==> config.mk <==
export PLATFORM = sky130hd
export DESIGN_NAME = usadd16_seq_ctrl
export DESIGN_NICKNAME = d
export VERILOG_FILES = /design/src/rtl/usadd16_seq_ctrl.sv
export SDC_FILE = /design/constraint.sdc
export NUM_CORES = 1
export LEC_CHECK = 0
export BUFFER_PORTS_ARGS = -buffer_cell sky130_fd_sc_hd__buf_4
export CAP_MARGIN = 20
export CORE_MARGIN = 4
export CORE_UTILIZATION = 48
export DETAILED_ROUTE_END_ITERATION = 16
export GPL_ROUTABILITY_DRIVEN = 0
export PLACE_DENSITY = 0.82
export SLEW_MARGIN = 20
export SYNTH_ARGS = -nofsm -noshare
export SYNTH_HDL_FRONTEND = slang
export SYNTH_SLANG_ARGS = --single-unit
==> constraint.sdc <==
create_clock -name clk -period 1.2 [get_ports clk]
set_input_delay 0.24 -clock clk [delete_from_list [all_inputs] [get_ports clk]]
set_output_delay 0.24 -clock clk [all_outputs]
set_load 0.01 [all_outputs]
==> src/rtl/usadd16_seq_ctrl.sv <==
// rtl/usadd16_seq_ctrl.sv - run/count/handshake sequencer for a scaled 16-input unary adder
//
// Ports:
//   clk        rising-edge clock
//   rst_n      asynchronous active-low reset
//   start      request one stream run (accepted only in IDLE, abort low)
//   cfg_len    stream length minus one, captured on the accepted start
//   abort      synchronous cancel of any run or pending result
//   add_out    adder output bit, counted in every RUN cycle
//   in_en      gate for adder inputs and bitstream generators (high only in RUN)
//   busy       high whenever not IDLE
//   res_valid  result available (DONE)
//   res_ready  consumer accepts the result
//   result     number of 1s seen on add_out during the last run
module usadd16_seq_ctrl #(
    parameter int CWIDTH = 8,
    parameter int RWIDTH = CWIDTH + 1
) (
    input  logic              clk,
    input  logic              rst_n,
    input  logic              start,
    input  logic [CWIDTH-1:0] cfg_len,
    input  logic              abort,
    input  logic              add_out,
    output logic              in_en,
    output logic              busy,
    output logic              res_valid,
    input  logic              res_ready,
    output logic [RWIDTH-1:0] result
);

    typedef enum logic [1:0] {
        ST_IDLE = 2'd0,
        ST_RUN  = 2'd1,
        ST_DONE = 2'd2
    } state_t;

    state_t            state_q;
    state_t            state_d;
    logic [CWIDTH-1:0] len_q;
    logic [CWIDTH-1:0] cyc_q;
    logic [RWIDTH-1:0] ones_q;
    logic              accept;

    always_ff @(posedge clk or negedge rst_n) begin
        if (!rst_n) begin
            state_q <= ST_IDLE;
        end else begin
            state_q <= state_d;
        end
    end

    always_comb begin
        state_d   = state_q;
        in_en     = 1'b0;
        busy      = 1'b1;
        res_valid = 1'b0;
        accept    = 1'b0;
        case (state_q)
            ST_IDLE: begin
                busy = 1'b0;
                if (start && !abort) begin
                    accept  = 1'b1;
                    state_d = ST_RUN;
                end
            end
            ST_RUN: begin
                in_en = 1'b1;
                // cyc counts from 0, so matching len_q gives len_q+1 RUN cycles
                if (cyc_q == len_q) begin
                    state_d = ST_DONE;
                end
            end
            ST_DONE: begin
                res_valid = 1'b1;
                if (res_ready) begin
                    state_d = ST_IDLE;
                end
            end
            default: begin
                state_d = ST_IDLE;
            end
        endcase
        // abort overrides every transition, including a start in IDLE
        if (abort) begin
            state_d = ST_IDLE;
        end
    end

    // ones is RWIDTH >= CWIDTH+1 wide, so 2^CWIDTH ones cannot wrap
    always_ff @(posedge clk or negedge rst_n) begin
        if (!rst_n) begin
            len_q  <= '0;
            cyc_q  <= '0;
            ones_q <= '0;
        end else if (abort) begin
            cyc_q  <= '0;
            ones_q <= '0;
        end else if (accept) begin
            len_q  <= cfg_len;
            cyc_q  <= '0;
            ones_q <= '0;
        end else if (state_q == ST_RUN) begin
            cyc_q  <= cyc_q + CWIDTH'(1);
            ones_q <= ones_q + RWIDTH'(add_out);
        end
    end

    // ones is frozen outside RUN, so it holds through DONE and after the handshake
    assign result = ones_q;

endmodule

==> results of run 1 <==
[cell usage after synthesis (all sizes together)]
| cell type | n |
|---|---|
| dfrtp | 27 |
| nor2 | 15 |
| xnor2 | 10 |
| mux2 | 9 |
| nand2 | 9 |
| xor2 | 9 |
| nand4 | 7 |
| o21ai | 5 |
| nand3b | 4 |
| ha | 3 |
| inv | 3 |
| nor3 | 3 |
| a21oi | 2 |
| a22o | 2 |
| buf | 2 |
| nand3 | 2 |
| nor2b | 2 |
| or3 | 2 |
| a2111oi | 1 |
| a21o | 1 |
| and3 | 1 |
| and4b | 1 |
| nand2b | 1 |
| o22a | 1 |
| o22ai | 1 |
[layer usage]
metal,vias up,GRT usage (%),share of wire (%)
li1,571,-,-
met3,22,6.38,7.5
met2,94,43.5,49
met4,0,11.1,5.1
met1,654,30.2,38
met5,-,0,0
[cell type report]
class,count,area share [%]
well taps,30,1.72
multi-input cells,91,37.7
inverters,3,0.629
clock buffers,4,1.20
repair buffers,69,27.4
flip-flops and latches,27,31.4
[cells in the final DEF, fill, tap and decap left out, types with 2 or more instances in the layout]
cell type	synthesis	routed
nor2b_2	0	2
a22o_1	2	2
nand4_1	7	7
nand3b_1	4	4
dfrtp_2	0	8
xor2_1	9	8
nor2_4	1	4
mux2_2	9	6
mux2_4	0	3
ha_4	0	2
nand2_1	9	8
nor2_1	14	5
nor2_2	0	6
o21ai_2	0	3
dfrtp_1	27	19
nor3_2	1	2
xnor2_1	10	10
buf_6	1	19
o21ai_0	5	2
clkbuf_4	0	3
buf_4	0	48
[metrics by stage]
| step | instance area (sq um) | setup slack (ns) |
|---|---|---|
| finish | 2190 | -0.338 |
| global route | 2190 | -0.396 |
| CTS | 1980 | -0.244 |
| detailed placement | 1740 | -0.197 |
| global placement | 1740 | -0.134 |
| floorplan | 1370 | -0.170 |
[critical path: stages (launching register included)]
cell and delay [ns]:
dfrtp_1 0.44, ha_4 0.18, ha_4 0.15, nand3b_1 0.18, or3_4 0.38, a21oi_2 0.13
[worst max path at each step]
stage               start  cells after the start         to  slack [ns]
2_1_floorplan   result[0]                      5  result[4]       -0.17
3_3_place_gp   state_q[0]                      4   len_q[7]       -0.13
3_5_place_dp   state_q[1]                      4   len_q[7]       -0.20
4_1_cts        state_q[0]                      3  res_valid       -0.24
5_1_grt         result[0]                      6  result[2]       -0.40
6_report        result[0]                      5  result[4]       -0.34
[sequential cells by signal, indices dropped and copies added, names as in the netlist]
| register | count |
|---|---|
| result | 9 |
| cyc_q | 8 |
| len_q | 8 |
| state_q | 2 |
[where the power goes]
part           leakage [nW]  total [W]  internal [W]  switching [W]
Combinational         0.624   0.000637      0.000359       0.000278
Sequential            0.344    0.00108      0.000995      0.0000902
Clock                0.0150   0.000427      0.000131       0.000296
[cells by family after synthesis]
group / after synthesis / share of synthesized area [%]
buffers and inverters: 5 / 2.04
xor gates and xnor gates: 19 / 12.3
DFF: 27 / 50.1
AOI/OAI and AO/OA: 13 / 6.69
muxes: 9 / 7.52
and+or+nand+nor: 47 / 18.5
adders and majority gates: 3 / 2.79
[timing repair]
item / 4_1_cts / 5_1_grt
cloned: 1 / 0
setup endpoints to repair: 34 / 39
gates resized for setup: 41 / 29
hold buffers: 1 / 0
pin swaps: 19 / 13
buffers inserted: 8 / 13
hold endpoints to repair: 27 / 0
==> results.py, run 1 <==
metrics = {
    "run_status": {
        "outcome": "finished with violations",
        "violations": "negative setup slack",
    },
    "synth": {
        "yosys-top-cells-area": "dfrtp_1 50%, mux2_2 7.5%, xnor2_1 6.5%",
        "synthCells": 123,
        "ys.warnings.count": 0,
        "syn_nets": 140,
        "yosysSeqAreaShare_pct": 50.1,
        "syn_area_sq_um": 1350,
        "avgSynthCellArea_sq_um": 11.0,
        "synthDistinctLibCells": 29,
        "synth_top_area_share_pct": 50.1,
        "synth_area_leader_cell": "dfrtp_1",
        "ys_ff_latch": 27,
    },
    "final_layout": {
        "regArea_sq_um": 686,
        "nets": 212,
        "drive_gt1_share_pct": 62.9,
        "antennaDiodeCount": 0,
        "fillers": 114,
        "final_util_pct": 85.2,
        "fin_cells": 224,
        "multiInputGateArea_sq_um": 825,
        "area_growth_pct": 62.3,
    },
    "detailed_routing": {
        "vias": 1341,
        "drt_first_pass_iters": 4,
        "vias_per_cell": 5.99,
        "wl_mm": 5.06,
        "drc": 0,
        "ant_nets": 0,
        "wl_per_cell_um": 22.6,
        "drtIter0Drc": 77,
    },
    "pwr": {
        "power_density_nw_per_um2": 983,
        "total_power_w": 0.00215,
        "vdd_drop_max_mv": 1.06,
        "p_leak_nw": 0.983,
    },
    "setup_path": {
        "endpoint_kind": "flip-flop",
        "worstPathMaxFanout": 4,
        "rr_worst_depth": 5,
        "rrSetupSlack_ns": -0.34,
        "crit_path_start_kind": "flip-flop",
        "crit_required_ns": 1.47,
        "critical_path_class": "flip-flop to flip-flop",
        "reg2reg_to": "result[4]",
        "r2r-start": "result[0]",
        "crit_arrival_ns": 1.80,
    },
    "die": {
        "chipWidth_um": 61.0,
        "dieArea_sq_um": 3720,
        "start_util_pct": 52.5,
        "coreArea_sq_um": 2570,
        "ioPinCount": 26,
        "core.rowCount": 18,
        "die_y_um": 61.0,
    },
    "cts": {
        "cts.clk_slew.worst_paths_ns": 0.17,
        "cts_tree": "done",
        "cts_root_buf": "clkbuf_4",
        "h-tree-depth": 1,
        "insertion_delay_ns": 0.35,
        "cts_buffers": 3,
        "clock_sinks": 27,
        "cts_buffer_depth": 2,
    },
    "sta": {
        "slew_violations": 0,
        "setup_tns_ns": -7.00,
        "setup_viol": 33,
        "fmax_mhz": 650,
        "hold_ws_ns": 0.114,
        "min_period_ns": 1.54,
        "skew_ns": 0.0196,
        "relSlewSlack_pct": 76.3,
        "tightest_slew_ns": 0.355,
        "fin_crit_sh_pct": 128,
        "setup_ws_ns": -0.338,
        "hold_viol_final": 0,
        "rsz0062_at_grt": "true",
    },
    "global_route": {
        "grtUsageTotal_pct": 25.5,
        "grt_pass1_vias": 1301,
        "grt_pass1_wl_mm": 6.69,
        "grt_max_degree": 28,
        "grt_antenna_before_repair": 0,
        "globalRouteOverflowTotal": 0,
    },
    "place": {
        "dpl.cell_count": 197,
        "portBuffers": 25,
        "dp_hpwl_mm": 2.40,
    },
    "hold_path": {
        "hold_end": "len_q[3]",
        "hold_start": "cfg_len[3]",
        "min_path_type": "input pin to flip-flop",
        "hold-path-cell-count": 2,
    },
    "flow_run": {
        "drv_cap": 0,
    },
}
No activity file was read; power rests on OpenSTA's default activity.
==> run 2, diff against run 1 <==
--- a/config.mk
+++ b/config.mk
@@ -8,10 +8,10 @@
 export BUFFER_PORTS_ARGS = -buffer_cell sky130_fd_sc_hd__buf_4
 export CAP_MARGIN = 20
 export CORE_MARGIN = 4
-export CORE_UTILIZATION = 48
+export CORE_UTILIZATION = 53
 export DETAILED_ROUTE_END_ITERATION = 16
 export GPL_ROUTABILITY_DRIVEN = 0
-export PLACE_DENSITY = 0.82
+export PLACE_DENSITY = 0.85
 export SLEW_MARGIN = 20
 export SYNTH_ARGS = -nofsm -noshare
 export SYNTH_HDL_FRONTEND = slang
==> constraint.sdc (replaced) <==
create_clock -name clk -period 1.6 [get_ports clk]
set_input_delay 0.32 -clock clk [delete_from_list [all_inputs] [get_ports clk]]
set_output_delay 0.32 -clock clk [all_outputs]
set_load 0.01 [all_outputs]
==> run 2 against run 1 <==
  * The flow now finishes without violations
  * Die area decreased by 8.2%
  * Clock skew decreased by 0.016 ns
  * Critical path depth decreased by 2
  * Global-route usage decreased by 7.8 points
  * Register-to-register slack improved by 0.46 ns
  * Power decreased by 36%
  * First-iteration DRC count decreased by 68%
  * Final cell count decreased by 17%
  * Clock power decreased by 30%
  * Final area decreased by 24%
  * Sequential share of layout area increased by 9.6 points
  * Combinational power decreased by 58%
==> results.py, run 2 (synthesis results as in run 1) <==
metrics = {
    "run_status": {
        "outcome": "completed",
    },
    "global_route": {
        "grt_max_degree": 28,
        "met1_usage_pct": 21.8,
        "globalRouteOverflowTotal": 0,
        "grt_pass1_vias": 1076,
        "grtUsageMet3_pct": 2.85,
        "use_met2_pct": 33.2,
        "top_usage_layer": "met2",
        "grt_antenna_before_repair": 0,
        "grt_pass1_wl_mm": 4.80,
        "grtUsageTotal_pct": 17.7,
    },
    "die": {
        "dieArea_sq_um": 3410,
        "start_util_pct": 54.9,
        "ioPinCount": 26,
        "chipWidth_um": 58.4,
        "core.rowCount": 18,
        "coreArea_sq_um": 2450,
        "die_y_um": 58.4,
    },
    "sta": {
        "setup_viol": 0,
        "tightest_slew_ns": 0.374,
        "relSlewSlack_pct": 75.0,
        "rsz0062_at_grt": "false",
        "fmax_mhz": 658,
        "hold_viol_final": 0,
        "slew_violations": 0,
        "fin_crit_sh_pct": 95.0,
        "skew_ns": 0.00387,
        "setup_tns_ns": 0,
        "min_period_ns": 1.52,
    },
    "cts": {
        "insertion_delay_ns": 0.32,
        "clock_sinks": 27,
        "cts_buffers": 3,
        "cts_buffer_depth": 2,
        "cts_root_buf": "clkbuf_4",
        "cts.clk_slew.worst_paths_ns": 0.15,
        "h-tree-depth": 1,
        "cts_tree": "done",
    },
    "place": {
        "portBuffers": 25,
        "place_area_sq_um": 1570,
        "dp_hpwl_mm": 2.11,
    },
    "final_layout": {
        "final_cell_mix": "31 x buf_4, 25 x dfrtp_1, 13 x nor2_1",
        "final_area_sq_um": 1650,
        "drive_gt1_share_pct": 33.1,
        "largest_reg_flops": 9,
        "nets": 175,
        "area_growth_pct": 22.7,
        "final_common_cell": "buf_4",
        "antennaDiodeCount": 0,
    },
    "setup_path": {
        "crit_path_start_kind": "flip-flop",
        "endpoint_kind": "output port",
        "critical_path_class": "flip-flop to output port",
        "crit_family": "flip-flops",
        "worstPathCellList": "nand2b_4, inv_4, buf_4",
        "crit_required_ns": 1.28,
        "worstPathMaxFanout": 7,
        "slowest_delay_ns": 0.47,
        "path_buf_inv": 2,
        "crit_arrival_ns": 1.20,
        "worst_path_max_delay_cell": "dfrtp_2",
    },
    "detailed_routing": {
        "wl_mm": 2.76,
        "ant_nets": 0,
        "drc": 0,
        "drt_first_pass_iters": 4,
        "drtIter0Drc": 25,
        "vias": 1020,
        "vias_per_cell": 5.45,
        "wl_per_cell_um": 14.7,
    },
    "hold_path": {
        "min_path_type": "input pin to flip-flop",
    },
    "flow_run": {
        "drv_cap": 0,
    },
    "pwr": {
        "power_density_nw_per_um2": 826,
        "p_leak_nw": 0.759,
        "vdd_drop_max_mv": 0.701,
    },
}
run 2: cell type report:
cell class | count | area, sq um
Multi-Input combinational cell | 91 | 654
Sequential cell | 27 | 678
Clock buffer | 3 | 22.5
Inverter | 3 | 13.8
Timing Repair Buffer | 32 | 243
Clock inverter | 1 | 5.00
Fill cell | 206 | 801
Tap cell | 30 | 37.5
run 2: final timing paths:
kind	from	endpoint	slack, ns	cells after the start
setup / recovery	state_q[1]	in_en	0.08	3
min in group asynchronous	rst_n	result[0]	0.42	2
setup reg to reg	result[0]	result[6]	0.12	6
max in group asynchronous	rst_n	state_q[0]	0.91	2
hold reg to reg	len_q[1]	len_q[1]	0.54	1
hold / removal	cfg_len[1]	len_q[1]	0.22	2
run 2: what timing repair did:
item,CTS,global route
pin swaps,0,1
hold buffers,1,0
cloned,0,0
buffers inserted,2,2
hold endpoints to repair,27,0
endpoints found under the setup margin,1,3
resized for setup,4,2
run 2: power breakdown:
part | internal, W | switching (W)
Combinational | 0.000148 | 0.000117
Sequential | 0.000746 | 0.0000562
Clock | 0.0000937 | 0.000206
Total | 0.000987 | 0.000380
run 2: worst register-to-register path, delay by kind of cell (launching register included):
family	cells	cell delay (ns)
adders and majority gates	2	0.35
and+or+nand+nor	3	0.48
DFF	1	0.40
xor gates and xnor gates	1	0.15
run 2: through the flow:
stage / util [%] / power, W / std cells / hold slack [ns] / setup slack (ns)
final: 67.4 / 0.00137 / 187 / 0.217 / 0.0808
after global routing: 67.4 / 0.00144 / 187 / 0.196 / 0.0216
after CTS: 66.6 / 0.00137 / 185 / 0.211 / 0.0370
after detailed placement: 64.0 / 0.00107 / 178 / 0.254 / 0.0722
after global placement: 64.0 / 0.00106 / 178 / 0.245 / 0.0764
after floorplan: - / 0.000970 / 123 / 0.0244 / 0.194
run 2: metal layers:
layer | share of wire [%] | wire (um)
met1 | 42 | 1160
met2 | 53 | 1470
met5 | 0 | 0
met4 | 0 | 0
met3 | 4.5 | 123
==> run 3, diff against run 2 <==
--- a/config.mk
+++ b/config.mk
@@ -8,10 +8,10 @@
 export BUFFER_PORTS_ARGS = -buffer_cell sky130_fd_sc_hd__buf_4
 export CAP_MARGIN = 20
 export CORE_MARGIN = 4
-export CORE_UTILIZATION = 53
+export CORE_UTILIZATION = 45
 export DETAILED_ROUTE_END_ITERATION = 16
 export GPL_ROUTABILITY_DRIVEN = 0
-export PLACE_DENSITY = 0.85
+export PLACE_DENSITY = 0.75
 export SLEW_MARGIN = 20
 export SYNTH_ARGS = -nofsm -noshare
 export SYNTH_HDL_FRONTEND = slang
==> constraint.sdc (replaced) <==
create_clock -name clk -period 1.65 [get_ports clk]
set_input_delay 0.33 -clock clk [delete_from_list [all_inputs] [get_ports clk]]
set_output_delay 0.33 -clock clk [all_outputs]
set_load 0.01 [all_outputs]
==> run 3 against run 2 <==
  * Critical path depth unchanged
  * Hold slack improved by 0.015 ns
  * Clock-buffer cell count stayed put
  * Non-clock buffer count decreased by 1
  * Clock power fell by 3%
  * Sequential share of layout area grew 0.093 points
  * Clock skew increased by 0.019 ns
  * First-iteration DRC count increased by 88%
  * Wire length increased by 1.7%
  * Power down 2.8%
==> results.py, run 3 (synthesis results as in run 1) <==
metrics = {
    "pwr": {
        "p_clk_share_pct": 21.8,
        "net-switching-power_w": 0.000372,
        "total_power_w": 0.00133,
        "p_seq_share_pct": 58.8,
        "p_int_w": 0.000956,
        "vdd_drop_max_mv": 0.647,
        "combinationalPowerShare_pct": 19.4,
        "p_leak_nw": 0.753,
        "swShare_pct": 28.0,
        "power_density_nw_per_um2": 805,
    },
    "detailed_routing": {
        "wl_mm": 2.80,
        "ant_nets": 0,
        "vias_per_cell": 5.48,
        "drtIter0Drc": 47,
        "drt_first_pass_iters": 4,
        "wl_per_cell_um": 15.0,
        "drc": 0,
        "vias": 1025,
    },
    "global_route": {
        "grtUsageTotal_pct": 14.9,
        "grt_max_degree": 28,
        "grt_pass1_wl_mm": 4.62,
        "grt_antenna_before_repair": 0,
        "grt_pass1_vias": 988,
        "globalRouteOverflowTotal": 0,
    },
    "sta": {
        "hold_viol_final": 0,
        "relSlewSlack_pct": 75.4,
        "slew_violations": 0,
        "fmax_mhz": 625,
        "min_period_ns": 1.60,
        "tightest_slew_ns": 0.369,
        "fin_crit_sh_pct": 96.9,
        "setup_viol": 0,
        "hold_ws_ns": 0.232,
        "skew_ns": 0.0231,
    },
    "cts": {
        "cts_buffer_depth": 2,
        "cts_buffers": 3,
        "cts.clk_slew.worst_paths_ns": 0.16,
        "clock_sinks": 27,
        "insertion_delay_ns": 0.34,
        "cts_tree": "done",
        "h-tree-depth": 1,
        "cts_root_buf": "clkbuf_4",
    },
    "die": {
        "coreArea_sq_um": 2810,
        "core.rowCount": 19,
        "start_util_pct": 48.0,
        "dieArea_sq_um": 3930,
        "ioPinCount": 26,
        "die_y_um": 62.7,
        "chipWidth_um": 62.7,
    },
    "setup_path": {
        "crit_required_ns": 1.32,
        "worstPathMaxFanout": 8,
        "path_buf_inv": 2,
        "slowest_delay_ns": 0.49,
        "reg2reg_to": "result[4]",
        "crit_family": "flip-flops",
        "r2r-start": "result[0]",
        "worstPathCellList": "nand2b_4, inv_6, buf_4",
        "endpoint_kind": "output port",
        "rr_worst_depth": 5,
        "rrSetupSlack_ns": 0.15,
        "worst_path_max_delay_cell": "dfrtp_2",
        "critical_path_class": "flip-flop to output port",
        "crit_path_start_kind": "flip-flop",
        "crit_arrival_ns": 1.27,
    },
    "flow_run": {
        "drv_cap": 0,
    },
    "final_layout": {
        "fin_cells": 187,
        "drive_gt1_share_pct": 32.7,
        "area_growth_pct": 22.5,
        "largest_reg_flops": 9,
        "regArea_sq_um": 678,
        "antennaDiodeCount": 0,
        "multiInputGateArea_sq_um": 654,
        "final_common_cell": "buf_4",
        "nets": 174,
        "final_cell_mix": "30 x buf_4, 25 x dfrtp_1, 13 x nor2_1",
        "fillers": 244,
    },
    "hold_path": {
        "hold_end": "len_q[4]",
        "min_path_type": "input pin to flip-flop",
        "hold-path-cell-count": 2,
        "hold_start": "cfg_len[4]",
    },
    "place": {
        "dp_hpwl_mm": 2.02,
        "dpl.cell_count": 179,
        "portBuffers": 25,
    },
    "run_status": {
        "outcome": "completed",
    },
}
[run 3: changes by cell type in the layout (fill, tap and decap cells not counted)]
cell	previous run	this run
buf_4	31	30
inv_4	1	0
inv_6	0	1
[run 3: how the worst max path moves through the flow]
| stage | start | end | cells after the start |
|---|---|---|---|
| finish | state_q[1] | in_en | 3 |
| global route | result[0] | result[4] | 5 |
| CTS | state_q[1] | in_en | 3 |
| detailed placement | add_out | result[4] | 6 |
| global placement | add_out | result[4] | 6 |
| floorplan | result[0] | result[4] | 5 |
[run 3: cell type report]
| class | instances | share of cell area, % |
|---|---|---|
| Sequential cell | 27 | 41.1 |
| Multi-Input combinational cell | 91 | 39.7 |
| Timing Repair Buffer | 31 | 14.3 |
| Tap cell | 31 | 2.35 |
| Clock buffer | 3 | 1.36 |
| Inverter | 3 | 0.986 |
| Clock inverter | 1 | 0.303 |
[run 3: what timing repair did]
item                                    in CTS  in global routing
hold buffers                                 1                  0
endpoints found under the setup margin       1                  3
setup buffers                                0                  3
pin swaps                                    0                  0
resized for setup                            3                  4
endpoints found under the hold margin       27                  0
gates cloned                                 0                  0
[run 3: per-layer routing]
metal	global-route usage, %	wire [um]
met3	3.60	105
met2	22.9	1400
met5	0	0
met1	19.6	1260
met4	7.16	37
[run 3: metrics by stage]
stage	instance area [sq um]	utilization (%)	setup WS, ns	setup TNS (ns)
2_1_floorplan	1350	-	0.244	0
3_3_place_gp	1570	56.1	0.147	0
3_5_place_dp	1570	56.1	0.122	0
4_1_cts	1620	57.7	0.00890	0
5_1_grt	1650	58.8	-0.00982	-0.0109
6_report	1650	58.8	0.0504	0
[run 3: power groups by stage]
stage	clock network, W	registers (W)	logic [W]
after CTS	0.000295	0.000780	0.000252
after global placement	0	0.000788	0.000236
after detailed placement	0	0.000791	0.000246
after global routing	0.000332	0.000788	0.000288
after floorplan	0	0.000776	0.000165
final	0.000290	0.000781	0.000258
